--- src/rtl/issue_scoreboard_pkg.sv ---
// Shared encodings and types for the issue-stage scoreboard.
package issue_scoreboard_pkg;

  localparam int unsigned WAIT_W   = 5;
  localparam int unsigned IDX_W    = 5;
  localparam int unsigned ID_W     = 6;
  localparam int unsigned NUM_REGS = 64;

  // Destination-class encoding reused from decode's wait_time/rw fields.
  localparam logic [1:0] RW_NONE = 2'b00;
  localparam logic [1:0] RW_GPR  = 2'b01;
  localparam logic [1:0] RW_FPR  = 2'b10;

  // Unified register id: {fpr, idx}.
  typedef logic [ID_W-1:0] reg_id_t;

  // One writeback-slot entry.
  typedef struct packed {
    logic    valid;
    reg_id_t id;
  } wb_slot_t;

  // A wait of zero still takes one cycle to reach the regfile.
  function automatic logic [WAIT_W-1:0] eff_wait(input logic [WAIT_W-1:0] w);
    return (w == '0) ? WAIT_W'(1) : w;
  endfunction

endpackage

--- src/rtl/sb_wb_slot_pipe.sv ---
// Shift register of pending regfile writes; head is the write landing this cycle.
module sb_wb_slot_pipe
  import issue_scoreboard_pkg::*;
#(
  parameter int unsigned DEPTH = 32
) (
  input  logic              clk,
  input  logic              rstn,
  input  logic              ins_en,
  input  logic [WAIT_W-1:0] ins_idx,
  input  reg_id_t           ins_id,
  output wb_slot_t          head,
  output logic [DEPTH-1:0]  occupied
);

  wb_slot_t slot_q [DEPTH];

  // Advance one slot per cycle; a new write overrides the shifted-in entry.
  always_ff @(posedge clk or negedge rstn) begin
    if (!rstn) begin
      for (int unsigned k = 0; k < DEPTH; k++) slot_q[k] <= '0;
    end else begin
      for (int unsigned k = 0; k < DEPTH - 1; k++) slot_q[k] <= slot_q[k+1];
      slot_q[DEPTH-1] <= '0;
      if (ins_en) slot_q[ins_idx] <= '{valid: 1'b1, id: ins_id};
    end
  end

  assign head = slot_q[0];

  // Occupancy view used for the write-port conflict check.
  always_comb begin
    occupied = '0;
    for (int unsigned k = 0; k < DEPTH; k++) occupied[k] = slot_q[k].valid;
  end

endmodule

--- src/rtl/issue_scoreboard.sv ---
// Issue-stage hazard scheduler: RAW/WAW/write-port stalls and expected writeback.
module issue_scoreboard
  import issue_scoreboard_pkg::*;
#(
  parameter bit          FWD_BYPASS = 1'b1,
  parameter int unsigned WAIT_MAX   = 31
) (
  input  logic                clk,
  input  logic                rstn,
  input  logic                dec_valid,
  input  logic [ID_W-1:0]     dec_rs,
  input  logic [ID_W-1:0]     dec_rt,
  input  logic                dec_uses_s,
  input  logic                dec_uses_t,
  input  logic [1:0]          dec_rw,
  input  logic [IDX_W-1:0]    dec_rd,
  input  logic [WAIT_W-1:0]   dec_wait,
  input  logic                flush,
  output logic                issue,
  output logic                stall,
  output logic                wb_expect,
  output logic [ID_W-1:0]     wb_expect_id,
  output logic [NUM_REGS-1:0] busy_mask
);

  localparam int unsigned DEPTH = WAIT_MAX + 1;

  logic [WAIT_W-1:0] cnt_q [NUM_REGS];
  logic [WAIT_W-1:0] w_eff;
  reg_id_t           dst;
  logic              wr;
  logic              ready_s;
  logic              ready_t;
  logic              waw;
  logic              port_conflict;
  logic [DEPTH-1:0]  slot_occ;
  wb_slot_t          head;

  // A source is ready once its write is done, or landing now when forwarded.
  function automatic logic src_ready(input logic [WAIT_W-1:0] c);
    return (c == '0) || (FWD_BYPASS && (c == WAIT_W'(1)));
  endfunction

  // Hazard evaluation and issue decision for the instruction at decode.
  always_comb begin
    w_eff         = eff_wait(dec_wait);
    wr            = (dec_rw == RW_GPR) || (dec_rw == RW_FPR);
    dst           = {dec_rw == RW_FPR, dec_rd};
    ready_s       = !dec_uses_s || src_ready(cnt_q[dec_rs]);
    ready_t       = !dec_uses_t || src_ready(cnt_q[dec_rt]);
    waw           = wr && (cnt_q[dst] > w_eff);
    port_conflict = wr && slot_occ[w_eff];
    stall         = dec_valid && (!ready_s || !ready_t || waw || port_conflict);
    issue         = dec_valid && !flush && !stall;
  end

  // Per-register countdown to the pending write; a new issue reloads it.
  always_ff @(posedge clk or negedge rstn) begin
    if (!rstn) begin
      for (int unsigned r = 0; r < NUM_REGS; r++) cnt_q[r] <= '0;
    end else begin
      for (int unsigned r = 0; r < NUM_REGS; r++) begin
        if (cnt_q[r] != '0) cnt_q[r] <= cnt_q[r] - WAIT_W'(1);
      end
      if (issue && wr) cnt_q[dst] <= w_eff;
    end
  end

  // Busy view of the countdowns.
  always_comb begin
    busy_mask = '0;
    for (int unsigned r = 0; r < NUM_REGS; r++) busy_mask[r] = (cnt_q[r] != '0);
  end

  sb_wb_slot_pipe #(.DEPTH(DEPTH)) u_slot_pipe (
    .clk      (clk),
    .rstn     (rstn),
    .ins_en   (issue && wr),
    .ins_idx  (w_eff - WAIT_W'(1)),
    .ins_id   (dst),
    .head     (head),
    .occupied (slot_occ)
  );

  assign wb_expect    = head.valid;
  assign wb_expect_id = head.id;

endmodule

--- config.mk ---
export PLATFORM = sky130hd
export DESIGN_NAME = issue_scoreboard
export DESIGN_NICKNAME = d
export VERILOG_FILES = /design/src/rtl/issue_scoreboard_pkg.sv /design/src/rtl/sb_wb_slot_pipe.sv /design/src/rtl/issue_scoreboard.sv
export SDC_FILE = /design/constraint.sdc
export NUM_CORES = 1
export LEC_CHECK = 0
export BUFFER_PORTS_ARGS = -buffer_cell sky130_fd_sc_hd__clkbuf_2
export CORE_MARGIN = 5
export CORE_UTILIZATION = 30
export CTS_BUF_LIST = sky130_fd_sc_hd__clkbuf_8
export DETAILED_ROUTE_END_ITERATION = 10
export MAX_ROUTING_LAYER = met4
export PLACE_DENSITY = 0.5
export RECOVER_POWER = 50
export SYNTH_ARGS = -nofsm -noshare
export SYNTH_HDL_FRONTEND = slang
export SYNTH_SLANG_ARGS = --single-unit
--- constraint.sdc ---
create_clock -name clk -period 4 [get_ports clk]
set_input_delay 0 -clock clk [delete_from_list [all_inputs] [get_ports clk]]
set_output_delay 0 -clock clk [all_outputs]
set_load 0.1 [all_outputs]
==> results of run 1 <==
-- registers in the layout (all words and copies together) (netlist names) --
name and flops:
u_slot_pipe.head 7, cnt_q 320, u_slot_pipe.slot_q 186, u_slot_pipe.occupied 31
-- critical path: cells and delay by family (launching register included) --
kind | cells | cell delay (ns)
AO/OA/AOI/OAI | 5 | 0.72
flip-flops | 1 | 0.40
buffers and inverters | 2 | 0.31
AND/OR/NAND/NOR | 5 | 1.36
adder cells (fa/ha/maj) | 1 | 0.33
-- worst max-delay path by stage --
stage                           from                    end  slack, ns  cells after the start
after floorplan            dec_rd[1]                  issue       0.13                     14
after global placement     dec_rd[0]              cnt_q[54]      -0.20                     18
after detailed placement   dec_rd[0]              cnt_q[61]      -0.17                     18
after CTS                 cnt_q[286]  u_slot_pipe.slot_q[7]       0.02                     15
after global routing       cnt_q[81]                  issue      -0.05                     15
final                     cnt_q[316]                  issue       0.13                     13
-- cells by family after synthesis --
group | Yosys count
AOI/OAI and AO/OA | 361
xor gates and xnor gates | 186
adders and majority gates | 70
buffers and inverters | 376
DFF | 544
muxes | 549
other | 1
and+or+nand+nor | 972
-- through the flow --
step           utilization  total power [W]  cells  hold slack, ns
6_report             0.359           0.0269   4801          0.0775
2_1_floorplan            -           0.0174   3065          -0.296
5_1_grt              0.359           0.0288   4801          0.0500
3_5_place_dp         0.336           0.0211   4595           0.116
4_1_cts              0.358           0.0270   4784         0.00318
3_3_place_gp         0.336           0.0209   4595           0.120
-- area by class of cell --
class | instances | area, sq um | share of cell area
diodes | 5 | 12.5 | 0.000330
clock inverters | 52 | 369 | 0.00973
well taps | 1391 | 1740 | 0.0459
inverters | 202 | 759 | 0.0200
repair buffers | 337 | 2780 | 0.0734
multi-input cells | 2145 | 16900 | 0.446
flip-flops and latches | 544 | 13600 | 0.359
clock buffers | 125 | 1720 | 0.0454
-- power breakdown --
group | switching (W) | internal, W
clock network | 0.00252 | 0.00313
registers | 0.00198 | 0.00716
logic | 0.00738 | 0.00473
-- layer usage --
metal | up-vias | share of wire | GRT usage
met1 | 12700 | 0.45 | 0.260
met2 | 783 | 0.46 | 0.304
met3 | 197 | 0.066 | 0.0431
li1 | 11400 | - | -
met4 | 0 | 0.028 | 0.0530
met5 | - | 0 | -
-- synthesized netlist by cell type, types with 5 or more instances --
library cell  instances
buf_4                26
nand3_2              29
buf_2                11
nand4_1              26
mux2_2              207
o22ai_1              19
and2_1                7
o21ai_0              50
or4_1                 8
inv_1               200
xnor2_1             118
xor2_1               68
nor2_1              304
a211oi_1             10
or3_1                 5
o211ai_1              7
clkbuf_1            117
a22o_1               13
a221oi_1             23
nor3_1               84
nor4_1               53
nor3b_1               5
buf_1                 6
nor2b_1              10
mux4_2               17
a22oi_1             131
a31oi_1              16
dfrtp_1             544
mux2i_1             282
a21oi_1              58
nand4_4              60
nand3_1              19
and3_1               34
nand2b_1             38
and3b_1               5
buf_6                14
ha_1                 70
mux2_1               43
nand2_1             260
-- repair_timing --
action                     CTS  global route
setup buffers                2            10
hold endpoints to repair   364            10
hold buffers                 8             1
resized for setup           10            30
setup endpoints to repair    2           407
gates cloned                 2             1
pin swaps                    5            14
==> flow_summary.toml, run 1 <==
[run_status]
outcome = "complete, but fails checks"
violations = "capacitance limit, slew limit"

[worst_setup_path]
crit_path_cell_trace = "inv_2 -> o22ai_2 -> or4_4 -> a21oi_4 -> nand4_1 -> ha_1 -> nor2b_4 -> o211ai_1 -> a21oi_2 -> nor3_4 -> o211ai_1 -> nor2_1 -> buf_12"
path_max_fanout = 3
arrival_ns = 3.87
r2r-end = "u_slot_pipe.slot_q[124]"
setup.reg_to_reg.worst_slack_ns = 0.16
critPathLaunchType = "register"
path_common_cell = "o211ai_1"
critical-path-slowest-cell = "or4_4"
cp-end-kind = "primary output"
r2r-start = "cnt_q[316]"
crit_type = "reg2out"
cp_slowest_stage_delay_ns = 0.55
crit_required_ns = 4.00
r2r_cells = 16

[place]
place_area_sq_mm = 0.0355
dpl_worst_slack_ns = -0.172
hpwl_um = 77000
place.gp.congestion = 0.958
portBuffers = 102

[min_path]
hp-class = "in2reg"
holdCritStartpoint = "dec_rd[2]"
hold_end = "cnt_q[298]"
hold_depth = 5

[cts]
cts_buffer_depth = 3
clkSinkCount = 544
cts_tree = "done"
clk_pin_slew_ns = 0.06
cts_inserted_buffers = 97
h-tree-depth = 3
worstSkewPairLatency_ns = 0.74
cts-root-buf = "clkbuf_8"

[yosys]
yosysSeqAreaShare = 0.426
syn_avg_cell_area_sq_um = 10.4
ys_top_cells_by_area = "dfrtp_1 43%, mux2i_1 8.8%, mux2_2 7.3%"
yosys_most_used_dff = "dfrtp_1"
synth_top_area_share = 0.426
synth-compound-area-share = 0.0777
synthDistinctLibCells = 75
synthAdderAreaFrac = 0.0274
synth_edf_count = 0
synthSimpleGateAreaFrac = 0.178
synth_top_family_by_area = "multiplexers"
yosysWarnings = 0
async_flop_share = 1.00
muxShareOfSynthArea = 0.189
synth_xor_area_frac = 0.0510
synth_top_cell_by_area = "dfrtp_1"
synth_area_sq_mm = 0.0319
ys_seq_elements = 544
syn-instance-count = 3059

[timing]
setup_violations = 0
period_share = 0.968
worstMarginPinSlew_ns = 1.93
hold_violations = 0
rsz0062_at_grt = "yes"
fmax_mhz = 258
relSlewSlack = -0.285
drv_slew = 34
clock_skew_ns = 0.0497
setup_tns_ns = 0
fin_ws_ns = 0.129
layout_min_cycle_time_ns = 3.87

[floorplan]
die_width_um = 336
die_y_um = 336
dieArea_sq_mm = 0.113
ios = 103
coreArea_sq_mm = 0.106
row_count = 119
start_util = 0.303

[detailed_routing]
drtIter0Drc = 2107
drc_errors = 0
drt_pass1_iterations = 7
wl_per_cell_um = 22.7
num_vias = 25000
wl_um = 109000
routed_via_density = 5.22
ant_nets = 0

[finish]
fillers = 10700
layout_common_cells = "542 x dfrtp_1, 303 x nor2_1, 282 x mux2i_1, 260 x nand2_1, 220 x inv_1"
drive_above_1_share = 0.239
final_cell_area_sq_mm = 0.0379
layout.nets = 3427
area.growth.synth_to_final_pct = 18.7
final_common_cell = "dfrtp_1"

[global_route]
grt_use_total = 0.196
grt_pass1_vias = 25200
gr-total-overflow = 0
antenna_found_initial = 8
grt_pass1_wl_um = 165000
grt_max_degree = 109

[run]
maxCapViolations = 1

[power]
ir_worst_vdd_uv = 281
powerDensity_mw_per_mm2 = 709
leakagePower_nw = 17.9
Note: power is estimated with default switching activity, not from simulation.
==> run 2, diff against run 1 <==
--- a/config.mk
+++ b/config.mk
@@ -8,2 +8,3 @@
 export BUFFER_PORTS_ARGS = -buffer_cell sky130_fd_sc_hd__clkbuf_2
+export CAP_MARGIN = 25
 export CORE_MARGIN = 5
@@ -13,3 +14,3 @@
 export MAX_ROUTING_LAYER = met4
-export PLACE_DENSITY = 0.5
+export PLACE_DENSITY = 0.52
 export RECOVER_POWER = 50
==> constraint.sdc (replaced) <==
create_clock -name clk -period 3.54 [get_ports clk]
set_input_delay 0.354 -clock clk [delete_from_list [all_inputs] [get_ports clk]]
set_output_delay 0.354 -clock clk [all_outputs]
set_load 0.1 [all_outputs]
==> run 2 against run 1 <==
The flow finishes with violations (capacitance limit, slew limit, setup timing). Worst hold slack improved by 0.24 ns. Setup slack got worse by 0.93 ns. Clock power rose by 15%. Routed wire length rose by 3.1%. Critical path depth rose by 4. Largest cell class unchanged.
==> flow_summary.toml, run 2 (same netlist as run 1, synthesis figures left out) <==
[run_status]
outcome = "complete, but fails checks"
violations = "capacitance limit, slew limit, setup timing"

[place]
portBuffers = 102
dpl_worst_slack_ns = -1.02
place.gp.congestion = 0.955
hpwl_um = 81000

[finish]
layout_common_cells = "544 x dfrtp_1, 432 x buf_4, 302 x nor2_1, 281 x mux2i_1, 260 x nand2_1"
fillers = 10400
area.growth.synth_to_final_pct = 30.0
regMostFlops = "cnt_q"
drive_above_1_share = 0.339
layout.nets = 3763
largest_register_ffs = 320
utilization = 0.393
final_common_cell = "dfrtp_1"

[timing]
relSlewSlack = -0.617
rsz0062_at_grt = "yes"
worstMarginPinSlew_ns = 2.42
drv_slew = 82
layout_min_cycle_time_ns = 4.34
setup_violations = 519
fin_ws_ns = -0.799
fmax_mhz = 230
hold_violations = 0
period_share = 1.23
clock_skew_ns = 0.0612

[floorplan]
coreArea_sq_mm = 0.106
die_width_um = 336
ios = 103
start_util = 0.303
row_count = 119
die_y_um = 336
dieArea_sq_mm = 0.113

[detailed_routing]
wl_per_cell_um = 21.9
drc_errors = 0
drtIter0Drc = 2279
wl_um = 113000
drt_pass1_iterations = 6
routed_via_density = 5.15
ant_nets = 0
num_vias = 26400

[power]
fin_total_pwr_w = 0.0328
ir_worst_vdd_uv = 352
leakagePower_nw = 20.1
powerDensity_mw_per_mm2 = 789

[worst_setup_path]
cp_slowest_stage_delay_ns = 0.50
path_common_cell = "buf_12"
cp-end-kind = "primary output"
arrival_ns = 3.99
crit_type = "in2out"
crit_buf_inv = 4
cp_top_family = "simple AND/OR/NAND/NOR gates"
path_max_fanout = 12
critical-path-slowest-cell = "o211ai_1"
crit_path_cell_trace = "buf_2 -> nor2_1 -> and2_2 -> buf_12 -> buf_4 -> a22oi_1 -> nand4_1 -> a21oi_1 -> and4_1 -> ha_1 -> nand3_1 -> o22ai_1 -> a21oi_2 -> nor3_2 -> o211ai_1 -> and2_4 -> buf_12"
crit_required_ns = 3.19
critPathLaunchType = "input port"

[cts]
cts_tree = "done"
cts_buffer_depth = 3
clkSinkCount = 544
h-tree-depth = 3
worstSkewPairLatency_ns = 0.78
clk_pin_slew_ns = 0.06
cts-root-buf = "clkbuf_8"
cts_inserted_buffers = 104

[global_route]
grt_pass1_wl_um = 171000
antenna_found_initial = 2
gr-total-overflow = 0
grt_max_degree = 85
grt_use_total = 0.204
grt_pass1_vias = 26800

[run]
maxCapViolations = 1

[min_path]
hp-class = "in2reg"
## run 2: final timing paths
check | start | to | depth (start not counted) | slack [ns]
worst max-delay path | dec_rd[0] | stall | 17 | -0.80
worst min-delay path | dec_wait[1] | cnt_q[31] | 4 | 0.32
worst max register to register | cnt_q[311] | u_slot_pipe.slot_q[26] | 16 | -0.31
worst min register to register | u_slot_pipe.slot_q[61] | u_slot_pipe.slot_q[68] | 1 | 0.44
max in group asynchronous | rstn | cnt_q[170] | 3 | 0.30
min in group asynchronous | rstn | u_slot_pipe.slot_q[74] | 2 | 0.82
## run 2: report_power, final
part           switching (W)  total (W)  leakage (nW)  internal, W
Sequential           0.00149    0.00959          6.55      0.00809
Combinational        0.00966     0.0167          12.3      0.00704
Clock                0.00297    0.00648          1.24      0.00351
## run 2: worst reg2reg max path: cells and delay by family (launching register included)
kind                       cells  cell delay [ns]
adders and majority gates      1             0.33
and+or+nand+nor                5             1.28
muxes                          1             0.37
DFF                            1             0.38
AOI/OAI and AO/OA              4             0.55
buffers and inverters          5             0.75
## run 2: metal layers
metal,up-vias,wire length [um],part of all wire,GRT usage
met5,-,0,0,-
met4,0,3430,0.030,0.0620
met3,210,8230,0.073,0.0413
met2,912,51200,0.45,0.313
met1,13300,49800,0.44,0.272
li1,12100,-,-,-
## run 2: final cells by class
cell class | count | area (sq um) | share of cell area
Tap cell | 1391 | 1740 | 0.0419
Sequential cell | 544 | 13600 | 0.328
Clock inverter | 46 | 254 | 0.00612
Inverter | 202 | 759 | 0.0183
Antenna cell | 3 | 7.51 | 0.000181
Timing Repair Buffer | 666 | 5690 | 0.137
Multi-Input combinational cell | 2145 | 17500 | 0.423
Clock buffer | 139 | 1910 | 0.0461
## run 2: stage by stage
step	cells	instance area, sq um	setup TNS (ns)	hold slack [ns]
CTS	5126	41500	-100.65	0.193
global placement	4896	38100	-502.51	0.438
floorplan	3065	32400	-14.89	0.0584
global route	5136	41500	-150.18	0.292
detailed placement	4896	38100	-467.67	0.448
finish	5136	41500	-92.12	0.318
## run 2: timing repair
| item | CTS | global route |
|---|---|---|
| resized for setup | 142 | 56 |
| hold buffers | 1 | 0 |
| pin swaps | 73 | 20 |
| hold endpoints to repair | 72 | 0 |
| endpoints found under the setup margin | 519 | 539 |
| buffers inserted | 40 | 23 |
| gates cloned | 7 | 0 |
==> run 3, diff against run 2 <==
Settings changed: PLACE_DENSITY 0.52 to 0.5.
Clock period 3.54 ns to 4.82 ns, I/O delays scaled along.
==> run 3 against run 2 <==
The run ends with capacitance limit, slew limit left. First-iteration DRC count down 12%. Setup slack better by 0.98 ns. Clock power down 24%. Power down 33%. Global-route usage down 1.1 points. Combinational power down 43%. Critical path depth unchanged. Sequential share of layout area up 4.1 points. Critical path type unchanged. Critical endpoint unchanged.
==> flow_summary.toml, run 3 (same netlist as run 1, synthesis figures left out) <==
[power]
internal_power_w = 0.0123
power_frac_clock = 0.222
ir_worst_vdd_uv = 282
p_sw_frac = 0.441
comb_power_share = 0.429
seqPwrFrac = 0.349
leakagePower_nw = 17.4
fin_total_pwr_w = 0.0221
powerDensity_mw_per_mm2 = 598
p_sw_w = 0.00975

[worst_setup_path]
cp_slowest_stage_delay_ns = 0.48
critical-path-slowest-cell = "o211ai_1"
crit_required_ns = 4.34
crit_buf_inv = 4
arrival_ns = 4.16
critPathLaunchType = "input port"
cp-end-kind = "primary output"
crit_path_cell_trace = "clkbuf_2 -> buf_4 -> nand3b_1 -> buf_4 -> o22ai_1 -> a221oi_1 -> a31oi_1 -> a21oi_1 -> and4_1 -> ha_1 -> nand3_1 -> o22ai_1 -> a21oi_2 -> nor3_2 -> o211ai_1 -> and2_1 -> buf_12"
cp_top_family = "compound AO/OA/AOI/OAI gates"
path_max_fanout = 15
crit_type = "in2out"

[timing]
clock_skew_ns = 0.0532
setup_violations = 0
setup_tns_ns = 0
worstMarginPinSlew_ns = 2.86
hold_violations = 0
drv_slew = 98
period_share = 0.962
rsz0062_at_grt = "no"
layout_min_cycle_time_ns = 4.64
relSlewSlack = -0.905
fmax_mhz = 216

[cts]
h-tree-depth = 3
cts-root-buf = "clkbuf_8"
cts_setup_buffers = 0
clkSinkCount = 544
clk_pin_slew_ns = 0.06
cts_tree = "done"
cts_buffer_depth = 3
cts_inserted_buffers = 98
worstSkewPairLatency_ns = 0.75

[detailed_routing]
drtIter0Drc = 2005
drt_pass1_iterations = 5
wl_um = 107000
ant_nets = 0
num_vias = 24400
drc_errors = 0
wl_per_cell_um = 22.6
routed_via_density = 5.19

[floorplan]
ios = 103
dieArea_sq_mm = 0.113
die_y_um = 336
row_count = 119
start_util = 0.303
coreArea_sq_mm = 0.106
die_width_um = 336

[place]
hpwl_um = 74600
portBuffers = 102
place.gp.congestion = 0.976

[global_route]
gr-total-overflow = 0
grt_pass1_vias = 25200
antenna_found_initial = 9
grt_use_total = 0.192
grt_pass1_wl_um = 163000
grt_max_degree = 121

[finish]
regMostFlops = "cnt_q"
largest_register_ffs = 320
layout_common_cells = "544 x dfrtp_1, 302 x nor2_1, 282 x mux2i_1, 260 x nand2_1, 226 x inv_1"
layout.nets = 3331
area.growth.synth_to_final_pct = 15.5
drive_above_1_share = 0.211
utilization = 0.350
final_common_cell = "dfrtp_1"

[run]
maxCapViolations = 2

[run_status]
outcome = "complete, but fails checks"
violations = "capacitance limit, slew limit"

[min_path]
hp-class = "in2reg"
==> run 3: area by class of cell <==
class                           count  area (sq um)
Clock inverter                     53           489
Fill cell                       10700         68700
Timing Repair Buffer              240          1780
Antenna cell                        9          22.5
Sequential cell                   544         13600
Multi-Input combinational cell   2145         16800
Inverter                          202           759
Clock buffer                      124          1710
Tap cell                         1391          1740
==> run 3: routing by layer <==
| layer | up-vias | global-route usage | routed length, um | share of wire |
|---|---|---|---|---|
| li1 | 11200 | - | - | - |
| met5 | - | - | 0 | 0 |
| met1 | 12200 | 0.252 | 47100 | 0.44 |
| met3 | 231 | 0.0446 | 7590 | 0.071 |
| met2 | 827 | 0.296 | 48300 | 0.45 |
| met4 | 0 | 0.0620 | 3540 | 0.033 |
==> run 3: through the flow <==
step / cell area [sq um] / setup WS, ns / instances / hold slack, ns
floorplan: 32000 / 0.400 / 3065 / 0.186
global placement: 34700 / 0.113 / 4521 / 0.435
detailed placement: 34700 / 0.101 / 4521 / 0.438
CTS: 37000 / 0.129 / 4699 / 0.296
global route: 36900 / 0.0309 / 4708 / 0.360
finish: 36900 / 0.182 / 4708 / 0.361
==> run 3: final timing paths <==
check | startpoint | end | slack, ns | depth (start not counted)
worst min register to register | u_slot_pipe.slot_q[0] | u_slot_pipe.slot_q[7] | 0.43 | 1
worst max-delay path | dec_rd[2] | stall | 0.18 | 17
worst min-delay path | dec_wait[3] | u_slot_pipe.head[6] | 0.36 | 4
min in group asynchronous | rstn | cnt_q[218] | 1.21 | 2
max in group asynchronous | rstn | u_slot_pipe.slot_q[80] | 0.90 | 3
worst max register to register | cnt_q[311] | u_slot_pipe.slot_q[105] | 0.88 | 14
==> run 3: tightest hold or removal path, delay by kind of cell <==
| family | cells | cell delay [ns] |
|---|---|---|
| AND/OR/NAND/NOR | 3 | 0.34 |
| buffers and inverters | 1 | 0.22 |
==> run 3: what timing repair did <==
item	in CTS	in global routing
endpoints found under the hold margin	90	0
endpoints found under the setup margin	0	2
gates resized for setup	0	3
hold buffers	1	0
==> run 3: power groups by stage <==
stage                     sequential, W  combinational, W  clock, W
after floorplan                 0.00704           0.00744         0
after global placement          0.00775           0.00934         0
after global routing            0.00786            0.0105   0.00525
after CTS                       0.00766           0.00953   0.00505
after detailed placement        0.00772           0.00948         0
final                           0.00770           0.00948   0.00490
